<file path="config.mk">
export PLATFORM = sky130hd
export DESIGN_NAME = core_axi4l_master
export DESIGN_NICKNAME = d
export VERILOG_FILES = /design/src/rtl/core_axi4l_master.sv
export SDC_FILE = /design/constraint.sdc
export NUM_CORES = 1
export LEC_CHECK = 0
export CORE_MARGIN = 2
export CORE_UTILIZATION = 43
export DETAILED_ROUTE_END_ITERATION = 7
export PLACE_DENSITY = 0.86
export SLEW_MARGIN = 20
export SYNTH_ARGS = -nofsm -noshare
export SYNTH_HDL_FRONTEND = slang
export SYNTH_SLANG_ARGS = --single-unit
</file>
<file path="constraint.sdc">
create_clock -name clk -period 2.45 [get_ports clk]
set_input_delay 0.245 -clock clk [delete_from_list [all_inputs] [get_ports clk]]
set_output_delay 0.245 -clock clk [all_outputs]
set_load 0.01 [all_outputs]
</file>
<file path="src/rtl/core_axi4l_master.sv">
// core_axi4l_master
// Bridges the core LSU load/store request/response port to an AXI4-Lite
// master. Only one transaction is in flight at a time. The bridge steers
// store data onto byte lanes, generates write strobes, and extracts and
// extends load data. It also rejects misaligned or illegal-size requests
// without starting any AXI traffic.
//
// Ports:
//   clk, rst            clock, synchronous active-high reset
//   req_*               core request (valid/ready, we, addr, wdata, size, signed)
//   rsp_*               core response (valid/ready, rdata, err)
//   m_axi_aw*/w*/b*     AXI4-Lite write address / data / response channels
//   m_axi_ar*/r*        AXI4-Lite read address / data channels
module core_axi4l_master #(
  parameter int unsigned ADDR_W = 32,
  parameter int unsigned DATA_W = 32
) (
  input  logic              clk,
  input  logic              rst,
  input  logic              req_valid,
  output logic              req_ready,
  input  logic              req_we,
  input  logic [ADDR_W-1:0] req_addr,
  input  logic [DATA_W-1:0] req_wdata,
  input  logic [1:0]        req_size,
  input  logic              req_signed,
  output logic              rsp_valid,
  input  logic              rsp_ready,
  output logic [DATA_W-1:0] rsp_rdata,
  output logic              rsp_err,
  output logic [ADDR_W-1:0] m_axi_awaddr,
  output logic [2:0]        m_axi_awprot,
  output logic              m_axi_awvalid,
  input  logic              m_axi_awready,
  output logic [DATA_W-1:0] m_axi_wdata,
  output logic [3:0]        m_axi_wstrb,
  output logic              m_axi_wvalid,
  input  logic              m_axi_wready,
  input  logic [1:0]        m_axi_bresp,
  input  logic              m_axi_bvalid,
  output logic              m_axi_bready,
  output logic [ADDR_W-1:0] m_axi_araddr,
  output logic [2:0]        m_axi_arprot,
  output logic              m_axi_arvalid,
  input  logic              m_axi_arready,
  input  logic [DATA_W-1:0] m_axi_rdata,
  input  logic [1:0]        m_axi_rresp,
  input  logic              m_axi_rvalid,
  output logic              m_axi_rready
);

  typedef enum logic [2:0] {IDLE, WR_REQ, WR_RESP, RD_REQ, RD_RESP, RSP} state_t;

  state_t              r_state;
  state_t              w_next;
  logic [ADDR_W-1:0]   r_addr;
  logic [1:0]          r_size;
  logic                r_signed;
  logic [DATA_W-1:0]   r_wdata;
  logic [3:0]          r_wstrb;
  logic                r_aw_done;
  logic                r_w_done;
  logic [DATA_W-1:0]   r_rdata;
  logic                r_err;

  logic                w_accept;
  logic                w_misalign;
  logic                w_aw_hs;
  logic                w_w_hs;
  logic [DATA_W-1:0]   w_lane_wdata;
  logic [3:0]          w_lane_wstrb;
  logic [7:0]          w_rd_byte;
  logic [15:0]         w_rd_half;
  logic [DATA_W-1:0]   w_rd_ext;
  logic                w_unused;

  // Only bit 1 of the response codes matters: SLVERR and DECERR both set it.
  assign w_unused = &{1'b0, m_axi_bresp[0], m_axi_rresp[0]};

  assign w_accept   = req_valid && (r_state == IDLE);
  assign w_misalign = (req_size == 2'b11)
                   || ((req_size == 2'b01) && req_addr[0])
                   || ((req_size == 2'b10) && (req_addr[1:0] != 2'b00));
  assign w_aw_hs    = m_axi_awvalid && m_axi_awready;
  assign w_w_hs     = m_axi_wvalid && m_axi_wready;

  // Store data is replicated across all lanes, so the strobe alone selects
  // the bytes that are written.
  always_comb begin
    w_lane_wdata = req_wdata;
    w_lane_wstrb = 4'b0000;
    case (req_size)
      2'b00: begin
        w_lane_wdata = {4{req_wdata[7:0]}};
        w_lane_wstrb = 4'b0001 << req_addr[1:0];
      end
      2'b01: begin
        w_lane_wdata = {2{req_wdata[15:0]}};
        w_lane_wstrb = req_addr[1] ? 4'b1100 : 4'b0011;
      end
      2'b10: w_lane_wstrb = 4'b1111;
      default: ;
    endcase
  end

  always_comb begin
    w_rd_byte = '0;
    case (r_addr[1:0])
      2'd0: w_rd_byte = m_axi_rdata[7:0];
      2'd1: w_rd_byte = m_axi_rdata[15:8];
      2'd2: w_rd_byte = m_axi_rdata[23:16];
      2'd3: w_rd_byte = m_axi_rdata[31:24];
      default: ;
    endcase
    w_rd_half = r_addr[1] ? m_axi_rdata[31:16] : m_axi_rdata[15:0];
    case (r_size)
      2'b00:   w_rd_ext = {{24{r_signed & w_rd_byte[7]}}, w_rd_byte};
      2'b01:   w_rd_ext = {{16{r_signed & w_rd_half[15]}}, w_rd_half};
      default: w_rd_ext = m_axi_rdata;
    endcase
  end

  always_ff @(posedge clk) begin
    if (rst) r_state <= IDLE;
    else     r_state <= w_next;
  end

  always_comb begin
    w_next        = r_state;
    req_ready     = 1'b0;
    m_axi_awvalid = 1'b0;
    m_axi_wvalid  = 1'b0;
    m_axi_bready  = 1'b0;
    m_axi_arvalid = 1'b0;
    m_axi_rready  = 1'b0;
    rsp_valid     = 1'b0;
    case (r_state)
      IDLE: begin
        req_ready = 1'b1;
        if (w_accept) begin
          if (w_misalign)  w_next = RSP;
          else if (req_we) w_next = WR_REQ;
          else             w_next = RD_REQ;
        end
      end
      WR_REQ: begin
        // AW and W complete independently; leave once both have completed,
        // counting a handshake that happens in this same cycle.
        m_axi_awvalid = !r_aw_done;
        m_axi_wvalid  = !r_w_done;
        if ((r_aw_done || w_aw_hs) && (r_w_done || w_w_hs)) w_next = WR_RESP;
      end
      WR_RESP: begin
        m_axi_bready = 1'b1;
        if (m_axi_bvalid) w_next = RSP;
      end
      RD_REQ: begin
        m_axi_arvalid = 1'b1;
        if (m_axi_arready) w_next = RD_RESP;
      end
      RD_RESP: begin
        m_axi_rready = 1'b1;
        if (m_axi_rvalid) w_next = RSP;
      end
      RSP: begin
        rsp_valid = 1'b1;
        if (rsp_ready) w_next = IDLE;
      end
      default: w_next = IDLE;
    endcase
  end

  always_ff @(posedge clk) begin
    if (rst) begin
      r_addr    <= '0;
      r_size    <= '0;
      r_signed  <= 1'b0;
      r_wdata   <= '0;
      r_wstrb   <= '0;
      r_aw_done <= 1'b0;
      r_w_done  <= 1'b0;
      r_rdata   <= '0;
      r_err     <= 1'b0;
    end else begin
      case (r_state)
        IDLE: if (w_accept) begin
          r_addr    <= req_addr;
          r_size    <= req_size;
          r_signed  <= req_signed;
          r_wdata   <= w_lane_wdata;
          r_wstrb   <= w_lane_wstrb;
          r_aw_done <= 1'b0;
          r_w_done  <= 1'b0;
          r_rdata   <= '0;
          r_err     <= w_misalign;
        end
        WR_REQ: begin
          if (w_aw_hs) r_aw_done <= 1'b1;
          if (w_w_hs)  r_w_done  <= 1'b1;
        end
        WR_RESP: if (m_axi_bvalid) r_err <= m_axi_bresp[1];
        RD_RESP: if (m_axi_rvalid) begin
          r_rdata <= w_rd_ext;
          r_err   <= m_axi_rresp[1];
        end
        default: ;
      endcase
    end
  end

  always_comb begin
    m_axi_awaddr = r_addr;
    m_axi_araddr = r_addr;
    m_axi_awprot = 3'b000;
    m_axi_arprot = 3'b000;
    m_axi_wdata  = r_wdata;
    m_axi_wstrb  = r_wstrb;
    rsp_rdata    = r_rdata;
    rsp_err      = r_err;
  end

endmodule

</file>
==> Word level (Yosys, flattened, before mapping) <==
Cells that the tools add are included.
{ "word_totals": {"regBits": 109, "out_inout_bits": 146, "word_cells": 93} }
{ "op_classes": {"eq_ne": 20, "shifts": 1, "muxes": 34, "bitwise_logic": 2, "reduce_logical": 26} }
{ "op_table": {"columns": ["operator", "n"], "rows": [
  ["$pmux W32 S2", 3],
  ["$mux W32", 2],
  ["$pmux W8 S4", 1],
  ["$mux W3", 7],
  ["$pmux W3 S6", 1],
  ["$mux W16", 1],
  ["$ne A2 B2 Y1 const B", 8],
  ["$mux W1", 13],
  ["$pmux W4 S3", 1],
  ["$reduce_and A3 Y1", 3],
  ["$eq A2 B2 Y1 const B", 4],
  ["$eq A2 B1 Y1 const B", 3],
  ["$eq A3 B2 Y1 const B", 2],
  ["$eq A3 B3 Y1 const B", 2],
  ["$logic_and A1 B1 Y1", 6],
  ["$logic_not A2 Y1", 3],
  ["$reduce_and A6 Y1", 1],
  ["$reduce_bool A2 Y1", 3],
  ["$logic_or A1 B1 Y1", 4],
  ["$mux W4", 1],
  ["$pmux W1 S2", 2],
  ["$reduce_and A4 Y1", 1],
  ["$shl A1 B2 Y4 const A", 1],
  ["$eq A3 B1 Y1 const B", 1],
  ["7 further kinds", 9]
]} }

==> Longest topological paths before layout <==
{ "logic_depth": {"depth_word": 7, "ltp_mapped": 8} }

==> Worst setup path after synthesis <==
No wires, ideal clock.
{ "synth_path": {"path_kind": "reg2reg", "from": "register r_addr[1] (netlist: m_axi_araddr[1])", "to": "register r_rdata[15] (netlist: rsp_rdata[15])", "setup_ns": 0.117, "arrival_time_ns": 1.616, "required_time_ns": 2.333, "setup_slack_ns": 0.717, "path_stages_with_launch": 6, "n_path_buf": 1, "period_less_slack_ns": 1.733, "path_cell_list": "dfxtp_1 -> buf_6 -> mux4_2 -> a31oi_4 -> o21ai_2 -> a32o_1"} }
{ "synth_between": {"elab_chain_cells": 6} }
{ "synth_lines": {"columns": ["item", "line", "rtl"], "rows": [
  ["start: declaration", "56", "logic [ADDR_W-1:0] r_addr;"],
  ["start signal: assignment", "187", "r_addr <= req_addr;"],
  ["$eq A2 B2 Y1 (tied with other cells)", "108", "case (r_addr[1:0])"],
  ["$pmux W8 S4", "108", null],
  ["$and A1 B1 Y1", "117", "2'b00: w_rd_ext = {{24{r_signed & w_rd_byte[7]}}, w_rd_byte};"],
  ["$pmux W32 S2 *", "116", "case (r_size)"],
  ["$mux W32 *", "202", "RD_RESP: if (m_axi_rvalid) begin"],
  ["$pmux W32 S2 *", "185", "case (r_state)"],
  ["end signal: assignment", "203", "r_rdata <= w_rd_ext;"],
  ["end: declaration", "63", "logic [DATA_W-1:0] r_rdata;"]
]} }
Mark *: on every way between the ends. The rest lies on a longest branch, timed or not. The select of a mux whose other input is x is not followed.
A chain may end at the register's enable or synchronous reset.

==> Worst setup path after layout <==
{ "layout_path": {"from": "register r_state[1]", "to": "output m_axi_awvalid"} }
{ "layout_between": {"elab_chain_cells": 2} }
{ "layout_lines": {"columns": ["item", "line", "rtl"], "rows": [
  ["start: declaration", "54", "state_t r_state;"],
  ["start signal: assignment", "125", "else r_state <= w_next;"],
  ["$eq A3 B1 Y1", "137", "case (r_state)"],
  ["$mux W1", "137", null],
  ["end: declaration", "33", "output logic m_axi_awvalid,"]
]} }
Every way passes these cells.

==> flow_metrics.tcl <==
set metrics [dict create \
    fin_crit_sh_pct 94.3 \
    fillers 904 \
    synth_area_leaders "dfxtp_1, nand2_1, a21oi_1" \
    leakage_uw 0.00283 \
    grt_overflow 0 \
    core_area_um2 11500 \
    clockBufferDepth 2 \
    hpwlAfterDp_mm 12.3 \
    slowest_delay_ns 0.56 \
    hp-class "in2reg" \
    reg2reg_slack_ns 0.48 \
    end_kind "primary output" \
    synthCells 626 \
    fin_util_pct 67.0 \
    dieHeight_um 113 \
    first_global_vias 5238 \
    grt_pass1_wl_mm 26.4 \
    clkPwrFrac_pct 21.5 \
    max_freq_mhz 433 \
    ys_async_sr_fraction_pct 0 \
    crit_cells 3 \
    die_w_um 113 \
    synth_enable_flop_cells 0 \
    netlist_area_um2 5100 \
    hold_viol_final 0 \
    start_util_pct 44.3 \
    nets 931 \
    internal_power_uw 4370 \
    htree_num_levels 3 \
    multiInputGateArea_um2 2410 \
    drt_pass1_iterations 7 \
    yosysTopAreaCell "dfxtp_1" \
    path_clk_slew_ns 0.07 \
    rsz0062_at_grt "false" \
    path_cells "or3b_2, nor2_1, clkdlybuf4s50_1" \
    port_buffers 250 \
    die_area_um2 12800 \
    drc_errors 15 \
    ys_seq_area_share_pct 42.7 \
    power_uw 6840 \
    finalWirelength_mm 16.8 \
    avgSynthCellArea_um2 8.15 \
    combPwrFrac_pct 43.1 \
    crit_type "reg2out" \
    cts_tree "done" \
    crit_end "m_axi_awvalid" \
    insertion_delay_ns 0.35 \
    r2r_cells 5 \
    finalSetupTns_ns 0 \
    worstReg2RegEnd "m_axi_araddr[8]" \
    p_per_area_nw_per_um2 887 \
    worst-slew-pin-transition_ns 0.774 \
    layout_min_cycle_time_ns 2.31 \
    drive_gt1_share_pct 6.32 \
    path_buf_inv 1 \
    num_vias 5247 \
    wl_per_cell_um 17.4 \
    drt_iter0_markers 441 \
    worstSetupStartpoint "r_state[1]" \
    grt_max_degree 74 \
    ys.flop_type "dfxtp_1" \
    switchingPower_uw 2470 \
    cts_hold_buf 0 \
    gp_congestion 0.867 \
    cts-root-buf "clkbuf_16" \
    slowest_stage "or3b_2" \
    status "finished with violations" \
    regArea_um2 2180 \
    power_frac_seq_pct 35.5 \
    numClockSinks 109 \
    synth.distinct_cells 47 \
    cp_max_fo 14 \
    cts_buffers 9 \
    violations "DRC" \
    synth_top_area_share_pct 42.7 \
    synth-seq-cells 109 \
    cp-start-kind "flop" \
    ant_nets 0 \
    ys.warnings.count 0 \
    drv_cap 0 \
    slew_headroom_pct 48.4 \
    fin_worst_skew_ns 0.00733 \
    ioPinCount 259 \
    cp.arrival_ns 2.07 \
    drv_slew 0 \
    area_growth_pct 51.1 \
    track_usage_pct 25.9 \
    vdd_drop_max_v 0.000445 \
    setup_viol 0 \
    swShare_pct 36.2 \
    antenna_found_initial 0 \
    antenna-diode-count 0 \
    viasPerCell 5.43 \
    required_ns 2.20 \
    rows 39 \
    path_delay_family "simple AND/OR/NAND/NOR gates" \
    rr_startpoint "r_state[1]" \
]
final cells by class:
type,count,share of cell area [%]
clock buffers,10,2.97
clock inverters,6,0.811
inverters,6,0.292
multi-input cells,427,31.3
flip-flops and latches,109,28.3
well taps,143,2.32
repair buffers,265,34.0
flip-flops by register name, indices dropped and copies added (netlist names):
signal,flops
m_axi_araddr,32
r_w_done,1
rsp_rdata,32
r_signed,1
r_size,2
m_axi_wstrb,4
r_state,3
rsp_err,1
m_axi_wdata,32
r_aw_done,1
timing repair:
action,in CTS,in global routing
setup endpoints to repair,0,1
gates resized for setup,0,2
buffers inserted,0,0
placed cells by master, fill, tap and decap left out, types with 4 or more instances in the layout:
| master | n |
|---|---|
| o21ai_0 | 25 |
| nor2_1 | 30 |
| clkbuf_16 | 9 |
| o2bb2ai_1 | 16 |
| a21oi_1 | 79 |
| a211oi_1 | 10 |
| dfxtp_1 | 107 |
| inv_1 | 6 |
| a311oi_1 | 9 |
| nand2_1 | 149 |
| clkdlybuf4s50_1 | 249 |
| mux2_2 | 9 |
| a32o_1 | 8 |
| nand2b_1 | 12 |
| o22ai_1 | 4 |
| mux2i_1 | 26 |
| buf_4 | 14 |
| conb_1 | 6 |
| a22o_1 | 7 |
cell usage after synthesis, types with 2 or more instances:
cell type / instances
a22oi_1: 2
a22o_1: 7
a311oi_1: 9
or3b_2: 2
nand2_1: 150
o211ai_1: 2
clkbuf_1: 29
dfxtp_1: 109
a211oi_1: 10
nor2b_1: 3
a21oi_1: 79
o22ai_1: 4
nand2b_1: 12
o21ai_0: 25
nor2_1: 30
o2111ai_1: 2
nand3b_1: 2
and2_1: 3
buf_1: 2
mux2_2: 9
a21o_1: 2
o2bb2ai_1: 16
a32o_1: 8
buf_2: 19
inv_1: 6
buf_4: 38
mux2i_1: 26
worst reg2reg max path, delay by kind of cell, from the launching register on:
kind                   cells  cell delay, ns
AOI/OAI and AO/OA          1            0.17
buffers and inverters      1            0.42
DFF                        1            0.61
and+or+nand+nor            3            0.68
per-layer routing:
metal / track usage (%) / vias up / share of wire [%]
li1: - / 2502 / -
met1: 28.2 / 2488 / 38
met2: 46.0 / 226 / 51
met3: 8.68 / 31 / 9.3
met4: 10.7 / 0 / 2.6
met5: 0 / - / 0
stage by stage:
step	area (um2)	instances	hold slack, ns	setup slack, ns
global route	7710	966	0.197	0.0291
global placement	7420	950	0.441	0.431
finish	7710	966	0.185	0.140
floorplan	5120	631	0.381	0.717
CTS	7710	966	0.179	0.0399
detailed placement	7420	950	0.447	0.379
power groups by stage:
stage	clock (uW)	sequential (uW)	combinational (uW)
after CTS	1500	2420	2960
after global routing	1570	2480	3190
after global placement	0	2430	2880
after detailed placement	0	2450	2940
final	1470	2430	2950
after floorplan	0	2490	1590
worst min path at each step:
stage	from	end	slack [ns]	cells after the start
after global placement	m_axi_wstrb[1]	m_axi_wstrb[1]	0.44	2
after detailed placement	m_axi_wstrb[3]	m_axi_wstrb[3]	0.45	2
final	rst	rsp_rdata[6]	0.19	2
after CTS	rst	rsp_rdata[6]	0.18	2
after global routing	rst	rsp_rdata[6]	0.20	2
after floorplan	req_signed	r_signed	0.38	2
cell families after synthesis:
kind of cell    share of synthesized area [%]
buf+inv                                  10.4
flops                                    42.7
simple gates                             17.2
other cells                            0.0735
mux                                      7.52
compound gates                           22.1
Note: power is estimated with default switching activity, not from simulation.
